[src/rtl/ysyx_23060096_rf_wb_arbiter.sv]
// Register-file write-back arbiter (round-robin ALU/LSU) with a pending-write scoreboard.
// Optional commit-cycle bypass is enabled by defining YSYX_23060096_RFARB_BYPASS_EN.
module ysyx_23060096_rf_wb_arbiter #(
  parameter int ADDR_WIDTH = 5,
  parameter int DATA_WIDTH = 32
) (
  input  logic                  clk,
  input  logic                  rstn,
  input  logic                  alu_valid,
  output logic                  alu_ready,
  input  logic [ADDR_WIDTH-1:0] alu_waddr,
  input  logic [DATA_WIDTH-1:0] alu_wdata,
  input  logic                  lsu_valid,
  output logic                  lsu_ready,
  input  logic [ADDR_WIDTH-1:0] lsu_waddr,
  input  logic [DATA_WIDTH-1:0] lsu_wdata,
  output logic                  rf_wen,
  output logic [ADDR_WIDTH-1:0] rf_waddr,
  output logic [DATA_WIDTH-1:0] rf_wdata,
  input  logic                  issue_valid,
  input  logic [ADDR_WIDTH-1:0] issue_rd,
  output logic                  issue_ready,
  input  logic [ADDR_WIDTH-1:0] ra,
  input  logic [ADDR_WIDTH-1:0] rb,
  output logic                  hazard_a,
  output logic                  hazard_b,
  output logic                  fwd_a,
  output logic                  fwd_b
);

  localparam int NREG = 1 << ADDR_WIDTH;

  logic                  r_last_lsu;
  logic                  r_wen;
  logic [ADDR_WIDTH-1:0] r_waddr;
  logic [DATA_WIDTH-1:0] r_wdata;
  logic [NREG-1:1]       r_busy;

  logic                  w_gnt_alu;
  logic                  w_gnt_lsu;
  logic                  w_accept;
  logic [ADDR_WIDTH-1:0] w_sel_addr;
  logic [DATA_WIDTH-1:0] w_sel_data;
  logic [NREG-1:0]       w_busy;
  logic                  w_issue_fire;
  logic [NREG-1:1]       w_set;
  logic [NREG-1:1]       w_clr;

  // On a tie the requester that did not win last time is granted.
  assign w_gnt_alu  = alu_valid && (!lsu_valid || r_last_lsu);
  assign w_gnt_lsu  = lsu_valid && (!alu_valid || !r_last_lsu);
  assign w_accept   = w_gnt_alu || w_gnt_lsu;
  assign w_sel_addr = w_gnt_lsu ? lsu_waddr : alu_waddr;
  assign w_sel_data = w_gnt_lsu ? lsu_wdata : alu_wdata;
  assign alu_ready  = w_gnt_alu;
  assign lsu_ready  = w_gnt_lsu;

  always_ff @(posedge clk or negedge rstn) begin
    if (!rstn) begin
      r_last_lsu <= 1'b1;
      r_wen      <= 1'b0;
      r_waddr    <= '0;
      r_wdata    <= '0;
    end else begin
      r_wen <= w_accept && (w_sel_addr != '0);
      if (w_accept) begin
        r_last_lsu <= w_gnt_lsu;
        r_waddr    <= w_sel_addr;
        r_wdata    <= w_sel_data;
      end
    end
  end

  assign rf_wen   = r_wen;
  assign rf_waddr = r_waddr;
  assign rf_wdata = r_wdata;

  assign w_busy       = {r_busy, 1'b0};
  assign issue_ready  = !w_busy[issue_rd];
  assign w_issue_fire = issue_valid && issue_ready && (issue_rd != '0);

  genvar gi;
  generate
    for (gi = 1; gi < NREG; gi++) begin : g_busy
      assign w_set[gi] = w_issue_fire && (issue_rd == ADDR_WIDTH'(gi));
      assign w_clr[gi] = r_wen && (r_waddr == ADDR_WIDTH'(gi));
    end
  endgenerate

  // Set is applied after clear so a new producer wins over a same-index commit.
  always_ff @(posedge clk or negedge rstn) begin
    if (!rstn) begin
      r_busy <= '0;
    end else begin
      r_busy <= (r_busy & ~w_clr) | w_set;
    end
  end

`ifdef YSYX_23060096_RFARB_BYPASS_EN
  assign fwd_a = r_wen && (r_waddr == ra) && (ra != '0);
  assign fwd_b = r_wen && (r_waddr == rb) && (rb != '0);
`else
  assign fwd_a = 1'b0;
  assign fwd_b = 1'b0;
`endif

  assign hazard_a = w_busy[ra] & ~fwd_a;
  assign hazard_b = w_busy[rb] & ~fwd_b;

endmodule

[config.mk]
export PLATFORM = sky130hd
export DESIGN_NAME = ysyx_23060096_rf_wb_arbiter
export DESIGN_NICKNAME = d
export VERILOG_FILES = /design/src/rtl/ysyx_23060096_rf_wb_arbiter.sv
export SDC_FILE = /design/constraint.sdc
export NUM_CORES = 1
export LEC_CHECK = 0
export BUFFER_PORTS_ARGS = -buffer_cell sky130_fd_sc_hd__buf_2
export CAP_MARGIN = 15
export CORE_MARGIN = 2
export CORE_UTILIZATION = 46
export CTS_CLUSTER_SIZE = 24
export DETAILED_ROUTE_END_ITERATION = 8
export GPL_ROUTABILITY_DRIVEN = 0
export MAX_ROUTING_LAYER = met4
export PLACE_DENSITY = 0.75
export SLEW_MARGIN = 15
export SYNTH_ARGS = -nofsm -noshare
export SYNTH_HDL_FRONTEND = slang
export SYNTH_SLANG_ARGS = --single-unit
[constraint.sdc]
create_clock -name clk -period 2.34 [get_ports clk]
set_input_delay 0.468 -clock clk [delete_from_list [all_inputs] [get_ports clk]]
set_output_delay 0.468 -clock clk [all_outputs]
set_load 0.05 [all_outputs]
==> results of run 1 <==
[logic make-up (layout without fill, tap and decap cells)]
logic type | count (synthesis) | in the layout | share of synthesized area
buffers and inverters | 76 | 212 | 0.0771
other | 1 | 2 | 0.000872
flip-flops | 70 | 70 | 0.408
multiplexers | 36 | 36 | 0.156
AND/OR/NAND/NOR | 92 | 92 | 0.105
AO/OA/AOI/OAI | 176 | 176 | 0.254
[registers in the layout, indices dropped and copies added, names as in the netlist]
name        flops
r_busy         31
rf_wen          1
rf_wdata       32
rf_waddr        5
r_last_lsu      1
[Yosys cell counts, drive strengths merged, types with 3 or more instances]
cell type | number | area share
o21ai | 54 | 0.063
nand3 | 10 | 0.012
nand2 | 15 | 0.013
a21oi | 36 | 0.042
clkbuf | 26 | 0.023
nor2b | 4 | 0.0058
mux2i | 8 | 0.019
mux2 | 4 | 0.011
a31oi | 32 | 0.047
mux4 | 24 | 0.13
nand2b | 10 | 0.015
o31ai | 16 | 0.042
dfrtp | 69 | 0.40
inv | 35 | 0.031
and2 | 3 | 0.0049
nor2 | 38 | 0.033
o22ai | 33 | 0.048
buf | 14 | 0.023
[cell type report]
type | count | area (µm²) | share of cell area
repair buffers | 160 | 915 | 0.168
flip-flops and latches | 70 | 1760 | 0.322
multi-input cells | 306 | 2260 | 0.414
clock inverters | 3 | 90.1 | 0.0165
well taps | 111 | 139 | 0.0255
clock buffers | 13 | 159 | 0.0291
inverters | 36 | 135 | 0.0248
[critical path, stage by stage (launching register included)]
cell     delay (ns)
dfrtp_1        0.44
mux4_2         0.50
mux4_2         0.49
mux2_4         0.29
buf_6          0.15
[worst max path at each step]
stage / end / slack (ns) / cells past startpoint
final: hazard_b / -0.33 / 4
after global routing: hazard_b / -0.37 / 4
after CTS: hazard_b / -0.35 / 4
after detailed placement: hazard_b / -0.38 / 5
after global placement: hazard_a / -0.29 / 5
after floorplan: hazard_a / -0.001 / 4
[per-stage QoR]
| stage | util | setup slack, ns |
|---|---|---|
| floorplan | - | -0.00126 |
| global placement | 0.562 | -0.293 |
| detailed placement | 0.562 | -0.383 |
| CTS | 0.593 | -0.347 |
| global route | 0.596 | -0.365 |
| finish | 0.596 | -0.334 |
[repair_timing]
action,4_1_cts,5_1_grt
pin swaps,1,3
resized for setup,7,8
buffers inserted,1,1
hold buffers,0,0
endpoints found under the hold margin,0,0
setup endpoints to repair,3,3
[metal layers]
metal | wire length, µm | part of all wire
met4 | 412 | 0.032
met2 | 6230 | 0.49
met5 | 0 | 0
met3 | 1040 | 0.082
met1 | 5080 | 0.40
[power groups by stage]
stage	registers [mW]	logic, mW	clock network, mW
after CTS	2.00	2.17	1.23
after global placement	2.00	2.03	0
final	2.03	2.19	1.21
after global routing	2.06	2.35	1.29
after floorplan	2.12	1.26	0
after detailed placement	2.02	2.12	0
==> impl_metrics.yaml, run 1 <==
logic_synthesis:
  ys_seq_area_frac: 0.408
  synth_warnings: 0
  synth_area_um2: 4300
  postSynth.asyncResetShare: 1.00
  ys_ff_latch: 70
  avgSynthCellArea_um2: 9.54
  ys_types: 43
  synth-edff-count: 0
  ys.flop_type: "dfrtp_1"
  synth_cells: 451
routing:
  routedWlPerCell_um: 18.3
  drt-pass1-iter-count: 5
  via_count: 4173
  drc_errors: 0
  drt_iter0_drc: 297
  vias_per_cell: 5.97
  drt.antenna.violating_nets: 0
  finalWirelength_um: 12800
clock_network:
  insertion_delay_ns: 0.35
  clock-root-buffer: "clkbuf_8"
  clock_path_buffers: 2
  clk_pin_slew_ns: 0.08
  cts-buffers-inserted: 9
  clock-sinks: 70
  cts_tree: "yes"
  h-tree-depth: 3
pwr:
  power_frac_comb: 0.403
  power_mw: 5.43
  clkPwrFrac: 0.223
  p_per_area_nw_per_um2: 995
  p_leak_nw: 2.43
  p_seq_frac: 0.374
  sw_frac_of_total: 0.384
  irDropWorstVdd_mv: 0.357
  internal-power_mw: 3.34
  p_switching_mw: 2.08
grt:
  grt_start_max_net_pins: 97
  grt_pass1_vias: 4117
  grt_pass1_wl_um: 20700
  grt_overflow: 0
  grt_usage: 0.273
  antenna_found_initial: 0
  top_usage_layer: "met2"
  grt_use_met1: 0.341
  grt_use_met3: 0.0562
  grtUsageMet2: 0.428
worst_setup_path:
  crit_arrival_ns: 2.21
  required_ns: 1.87
  cp-end-kind: "output port"
  critical_path.startpoint: "r_busy[24]"
  startpoint_type: "register"
  rr_worst_depth: 6
  path_max_fanout: 4
  r2r_slack_ns: 0.38
  r2r_start: "r_busy[14]"
  worstSetupPathType: "reg2out"
  rr_endpoint: "r_busy[27]"
worst_hold_path:
  holdCritPathClass: "in2async"
layout:
  fillers: 812
  finalNonFillerCells: 699
  fin_area_um2: 5450
  final_common_cell: "buf_2"
  layout_common_cells: "buf_2, dfrtp_1, o21ai_0, nor2_1, a21oi_1"
  area_delta_synth_final_pct: 26.8
  nNetsFinal: 677
  drive_gt1_frac: 0.381
  n_antenna_cell: 0
floorplanning:
  die_w_um: 101
  rows: 35
  die_area_um2: 10100
  start_util: 0.470
  dieHeight_um: 101
  coreArea_um2: 9150
  ios: 139
sta:
  skew_ns: 0.00859
  final.setup.tns_ns: -0.686
  rsz0062_at_grt: "true"
  min_period_ns: 2.67
  timing.hold.ws_ns: 0.129
  finalWorstSetupSlack_ns: -0.334
  drv_slew: 0
  finalHoldViolCount: 0
  fin_crit_sh: 1.14
  max_freq_mhz: 374
  setup_viol: 3
run_status:
  violations: "negative setup slack"
  status: "complete, but fails checks"
job:
  cap_viol_max_count: 0
placement:
  io_buffer_count: 136
  place_area_um2: 5150
  dp_hpwl_um: 9570
  placed_cells: 682
Power figures use the tool's default switching activity.
==> run 2, diff against run 1 <==
- CORE_ASPECT_RATIO: default -> 1.25
- CTS_CLUSTER_SIZE: 24 -> 14
==> impl_metrics.yaml, run 2 (synthesis gave the netlist of run 1 again) <==
run_status:
  status: "complete, but fails checks"
  violations: "negative setup slack"
sta:
  max_slew.worst_pin.slew_ns: 0.674
  finalHoldViolCount: 0
  skew_ns: 0.00556
  drv_slew: 0
  setup_viol: 3
  slew_headroom: 0.551
  finalWorstSetupSlack_ns: -0.311
  final.setup.tns_ns: -0.702
  min_period_ns: 2.65
  fin_crit_sh: 1.13
  rsz0062_at_grt: "true"
  max_freq_mhz: 377
routing:
  drc_errors: 0
  via_count: 4275
  drt.antenna.violating_nets: 0
  vias_per_cell: 6.01
  drt_iter0_drc: 268
  routedWlPerCell_um: 18.0
  drt-pass1-iter-count: 5
  finalWirelength_um: 12800
worst_setup_path:
  worstSetupPathType: "reg2out"
  slowest_stage: "mux4_2"
  required_ns: 1.87
  crit_arrival_ns: 2.18
  crit_family: "multiplexers"
  path_common_cell: "mux4_2"
  cp-end-kind: "output port"
  startpoint_type: "register"
  critPathBufInv: 1
  cp_cell_sequence: "mux4_2, mux4_2, mux2_4, buf_6"
  path_max_fanout: 4
  cpPeakStageDelay_ns: 0.50
floorplanning:
  die_w_um: 90.5
  die_area_um2: 10100
  ios: 139
  start_util: 0.471
  coreArea_um2: 9130
  dieHeight_um: 112
  rows: 39
clock_network:
  clock-root-buffer: "clkbuf_16"
  clk_pin_slew_ns: 0.05
  cts-buffers-inserted: 9
  clock_path_buffers: 2
  insertion_delay_ns: 0.33
  clock-sinks: 70
  cts_hold_buf: 0
  h-tree-depth: 3
  cts_tree: "yes"
layout:
  nNetsFinal: 677
  layout_common_cells: "buf_2, dfrtp_1, o21ai_0, nor2_1, a21oi_1"
  area_delta_synth_final_pct: 29.0
  largest_reg_flops: 32
  final_common_cell: "buf_2"
  n_antenna_cell: 0
  drive_gt1_frac: 0.384
pwr:
  irDropWorstVdd_mv: 0.560
  power_mw: 5.76
  p_leak_nw: 2.46
  p_per_area_nw_per_um2: 1040
grt:
  grt_usage: 0.271
  grt_start_max_net_pins: 97
  grt_overflow: 0
  grt_pass1_wl_um: 21000
  antenna_found_initial: 0
  grt_pass1_vias: 4284
worst_hold_path:
  holdCritPathClass: "in2async"
placement:
  dp_hpwl_um: 9480
  io_buffer_count: 136
job:
  cap_viol_max_count: 0
## run 2: changes by cell type in the layout (fill, tap and decap cells not counted)
cell / previous run / this run
clkbuf_16: 0 / 9
nand3_2: 1 / 0
clkinv_2: 0 / 2
nand3_1: 9 / 10
buf_2: 132 / 131
dfrtp_2: 3 / 5
clkbuf_8: 11 / 1
dfrtp_1: 66 / 64
mux2i_2: 0 / 1
clkbuf_4: 1 / 0
bufinv_16: 3 / 2
mux2i_1: 8 / 7
buf_6: 5 / 7
## run 2: through the flow
step / instance area, µm² / instances / hold slack [ns] / setup slack, ns / utilization
2_1_floorplan: 4360 / 452 / 0.172 / -0.00126 / -
3_3_place_gp: 5150 / 693 / 0.538 / -0.294 / 0.565
3_5_place_dp: 5150 / 693 / 0.550 / -0.357 / 0.565
4_1_cts: 5530 / 710 / 0.189 / -0.306 / 0.606
5_1_grt: 5550 / 711 / 0.226 / -0.334 / 0.608
6_report: 5550 / 711 / 0.172 / -0.311 / 0.608
## run 2: worst paths after layout
| kind | start | end | slack, ns | depth (start not counted) |
|---|---|---|---|---|
| max | r_busy[7] | hazard_b | -0.31 | 4 |
| min | rstn | rf_waddr[1] | 0.17 | 1 |
| max reg2reg | r_busy[4] | r_busy[6] | 0.27 | 5 |
| min in group clk | lsu_waddr[2] | rf_waddr[2] | 0.35 | 3 |
| max in group asynchronous | rstn | r_busy[18] | 1.52 | 2 |
| min reg2reg | r_last_lsu | r_last_lsu | 0.57 | 3 |
## run 2: where the power goes
group	switching, mW	internal [mW]
sequential	0.513	1.58
clock	0.503	0.959
combinational	1.18	1.02
total	2.20	3.56
## run 2: final cells by class
cell class	instances	area [µm²]
clock buffers	12	246
clock inverters	4	70.1
fillers	750	3580
inverters	36	135
multi-input cells	306	2260
flip-flops and latches	70	1760
well taps	123	154
repair buffers	160	925
## run 2: what timing repair did
action                                  4_1_cts  5_1_grt
cloned                                        0        0
pin swaps                                     2        4
gates resized for setup                      16        5
buffers inserted                              1        2
endpoints found under the setup margin        3        3
hold endpoints to repair                      0        0
## run 2: metal layers
layer	global-route usage	wire length [µm]	vias up
met5	-	0	-
met4	0.171	635	0
met3	0.0443	959	49
met2	0.439	6500	260
met1	0.315	4740	2023
li1	-	-	1943
==> run 3, diff against run 2 <==
--- a/config.mk
+++ b/config.mk
@@ -7,13 +7,15 @@
 export LEC_CHECK = 0
 export BUFFER_PORTS_ARGS = -buffer_cell sky130_fd_sc_hd__buf_2
-export CAP_MARGIN = 15
+export CAP_MARGIN = 20
+export CELL_PAD_IN_SITES_DETAIL_PLACEMENT = 0
+export CELL_PAD_IN_SITES_GLOBAL_PLACEMENT = 1
 export CORE_ASPECT_RATIO = 1.25
 export CORE_MARGIN = 2
-export CORE_UTILIZATION = 46
+export CORE_UTILIZATION = 35
 export CTS_CLUSTER_SIZE = 14
 export DETAILED_ROUTE_END_ITERATION = 8
 export GPL_ROUTABILITY_DRIVEN = 0
 export MAX_ROUTING_LAYER = met4
-export PLACE_DENSITY = 0.75
+export PLACE_DENSITY = 0.77
 export SLEW_MARGIN = 15
 export SYNTH_ARGS = -nofsm -noshare
==> constraint.sdc (replaced) <==
create_clock -name clk -period 2.34 [get_ports clk]
set_input_delay 0.117 -clock clk [delete_from_list [all_inputs] [get_ports clk]]
set_output_delay 0.117 -clock clk [all_outputs]
set_load 0.05 [all_outputs]
==> impl_metrics.yaml, run 3 (synthesis gave the netlist of run 1 again) <==
run_status:
  status: "finished clean"
worst_setup_path:
  slowest_stage: "mux4_2"
  crit_family: "multiplexers"
  cpPeakStageDelay_ns: 0.48
  path_common_cell: "mux4_2"
  cp-end-kind: "output port"
  startpoint_type: "register"
  cp_cell_sequence: "mux4_2, mux4_2, mux2_2, buf_2"
  critPathBufInv: 1
  required_ns: 2.22
  crit_arrival_ns: 2.18
  path_max_fanout: 4
  worstSetupPathType: "reg2out"
layout:
  drive_gt1_frac: 0.357
  final_common_cell: "buf_2"
  n_antenna_cell: 0
  largest_reg_flops: 32
  fin_area_um2: 5380
  nNetsFinal: 665
  layout_common_cells: "buf_2, dfrtp_1, o21ai_0, nor2_1, a21oi_1"
  area_delta_synth_final_pct: 25.1
floorplanning:
  ios: 139
  dieHeight_um: 128
  start_util: 0.357
  rows: 45
  die_w_um: 103
  die_area_um2: 13200
  coreArea_um2: 12000
routing:
  finalWirelength_um: 13200
  drt-pass1-iter-count: 5
  drc_errors: 0
  vias_per_cell: 5.54
  routedWlPerCell_um: 17.8
  drt_iter0_drc: 256
  drt.antenna.violating_nets: 0
  via_count: 4095
sta:
  final.setup.tns_ns: 0
  finalHoldViolCount: 0
  drv_slew: 0
  max_freq_mhz: 435
  skew_ns: 0.00716
  max_slew.worst_pin.slew_ns: 0.722
  fin_crit_sh: 0.982
  setup_viol: 0
  slew_headroom: 0.519
  finalWorstSetupSlack_ns: 0.0411
  min_period_ns: 2.30
  timing.hold.ws_ns: 0.0105
  rsz0062_at_grt: "false"
grt:
  antenna_found_initial: 0
  grt_pass1_vias: 4077
  grt_usage: 0.210
  grt_start_max_net_pins: 55
  grt_overflow: 0
  grt_pass1_wl_um: 20800
job:
  cap_viol_max_count: 0
clock_network:
  cts-buffers-inserted: 9
  insertion_delay_ns: 0.33
  clk_pin_slew_ns: 0.06
  cts_tree: "yes"
  h-tree-depth: 3
  postCtsSetupBuffers: 0
  clock_path_buffers: 2
  clock-sinks: 70
  clock-root-buffer: "clkbuf_16"
pwr:
  p_per_area_nw_per_um2: 967
  irDropWorstVdd_mv: 0.319
  p_leak_nw: 2.35
worst_hold_path:
  holdCritPathClass: "in2reg"
placement:
  dp_hpwl_um: 9790
  place_area_um2: 5070
  io_buffer_count: 136
  place_ws_ns: 0.340
-- run 3: area by class of cell --
type / count / area (µm²)
fill: 1223 / 6670
multi-input combinational: 306 / 2220
sequential: 70 / 1760
timing repair buffer: 148 / 800
clock buffer: 9 / 225
tap: 164 / 205
inverter: 36 / 135
clock inverter: 6 / 40.0
-- run 3: tightest hold or removal path: stages --
cell and delay (ns):
buf_2 0.09, nand2_1 0.04, o21ai_0 0.06
-- run 3: worst paths after layout --
kind,from,endpoint,slack (ns),cells after the start
setup / recovery,r_busy[7],hazard_a,0.04,4
hold / removal,lsu_waddr[0],rf_waddr[0],0.01,3
setup reg to reg,r_busy[1],r_busy[30],0.37,5
hold reg to reg,r_last_lsu,r_last_lsu,0.57,3
max in group asynchronous,rstn,r_busy[11],1.27,3
min in group asynchronous,rstn,rf_wdata[6],0.38,2
-- run 3: repair_timing --
| item | CTS | global route |
|---|---|---|
| hold buffers | 4 | 0 |
| endpoints found under the setup margin | 0 | 2 |
| endpoints found under the hold margin | 30 | 0 |
| resized for setup | 0 | 5 |
-- run 3: through the flow --
step           utilization  power, mW  std cells
5_1_grt              0.447       5.48        739
6_report             0.447       5.21        739
3_5_place_dp         0.420       3.96        720
2_1_floorplan            -       3.35        452
4_1_cts              0.446       5.21        739
3_3_place_gp         0.420       3.88        720
-- run 3: layer usage --
layer	share of wire	routed length (µm)	GRT usage	vias to the layer above
met5	0	0	-	-
met4	0.034	448	0.0851	0
met3	0.074	973	0.0513	32
met2	0.50	6620	0.334	219
met1	0.39	5120	0.254	1933
li1	-	-	-	1911
-- run 3: power by group --
part / switching, mW / internal [mW]
Clock: 0.517 / 0.708
Combinational: 1.11 / 0.840
Sequential: 0.457 / 1.58
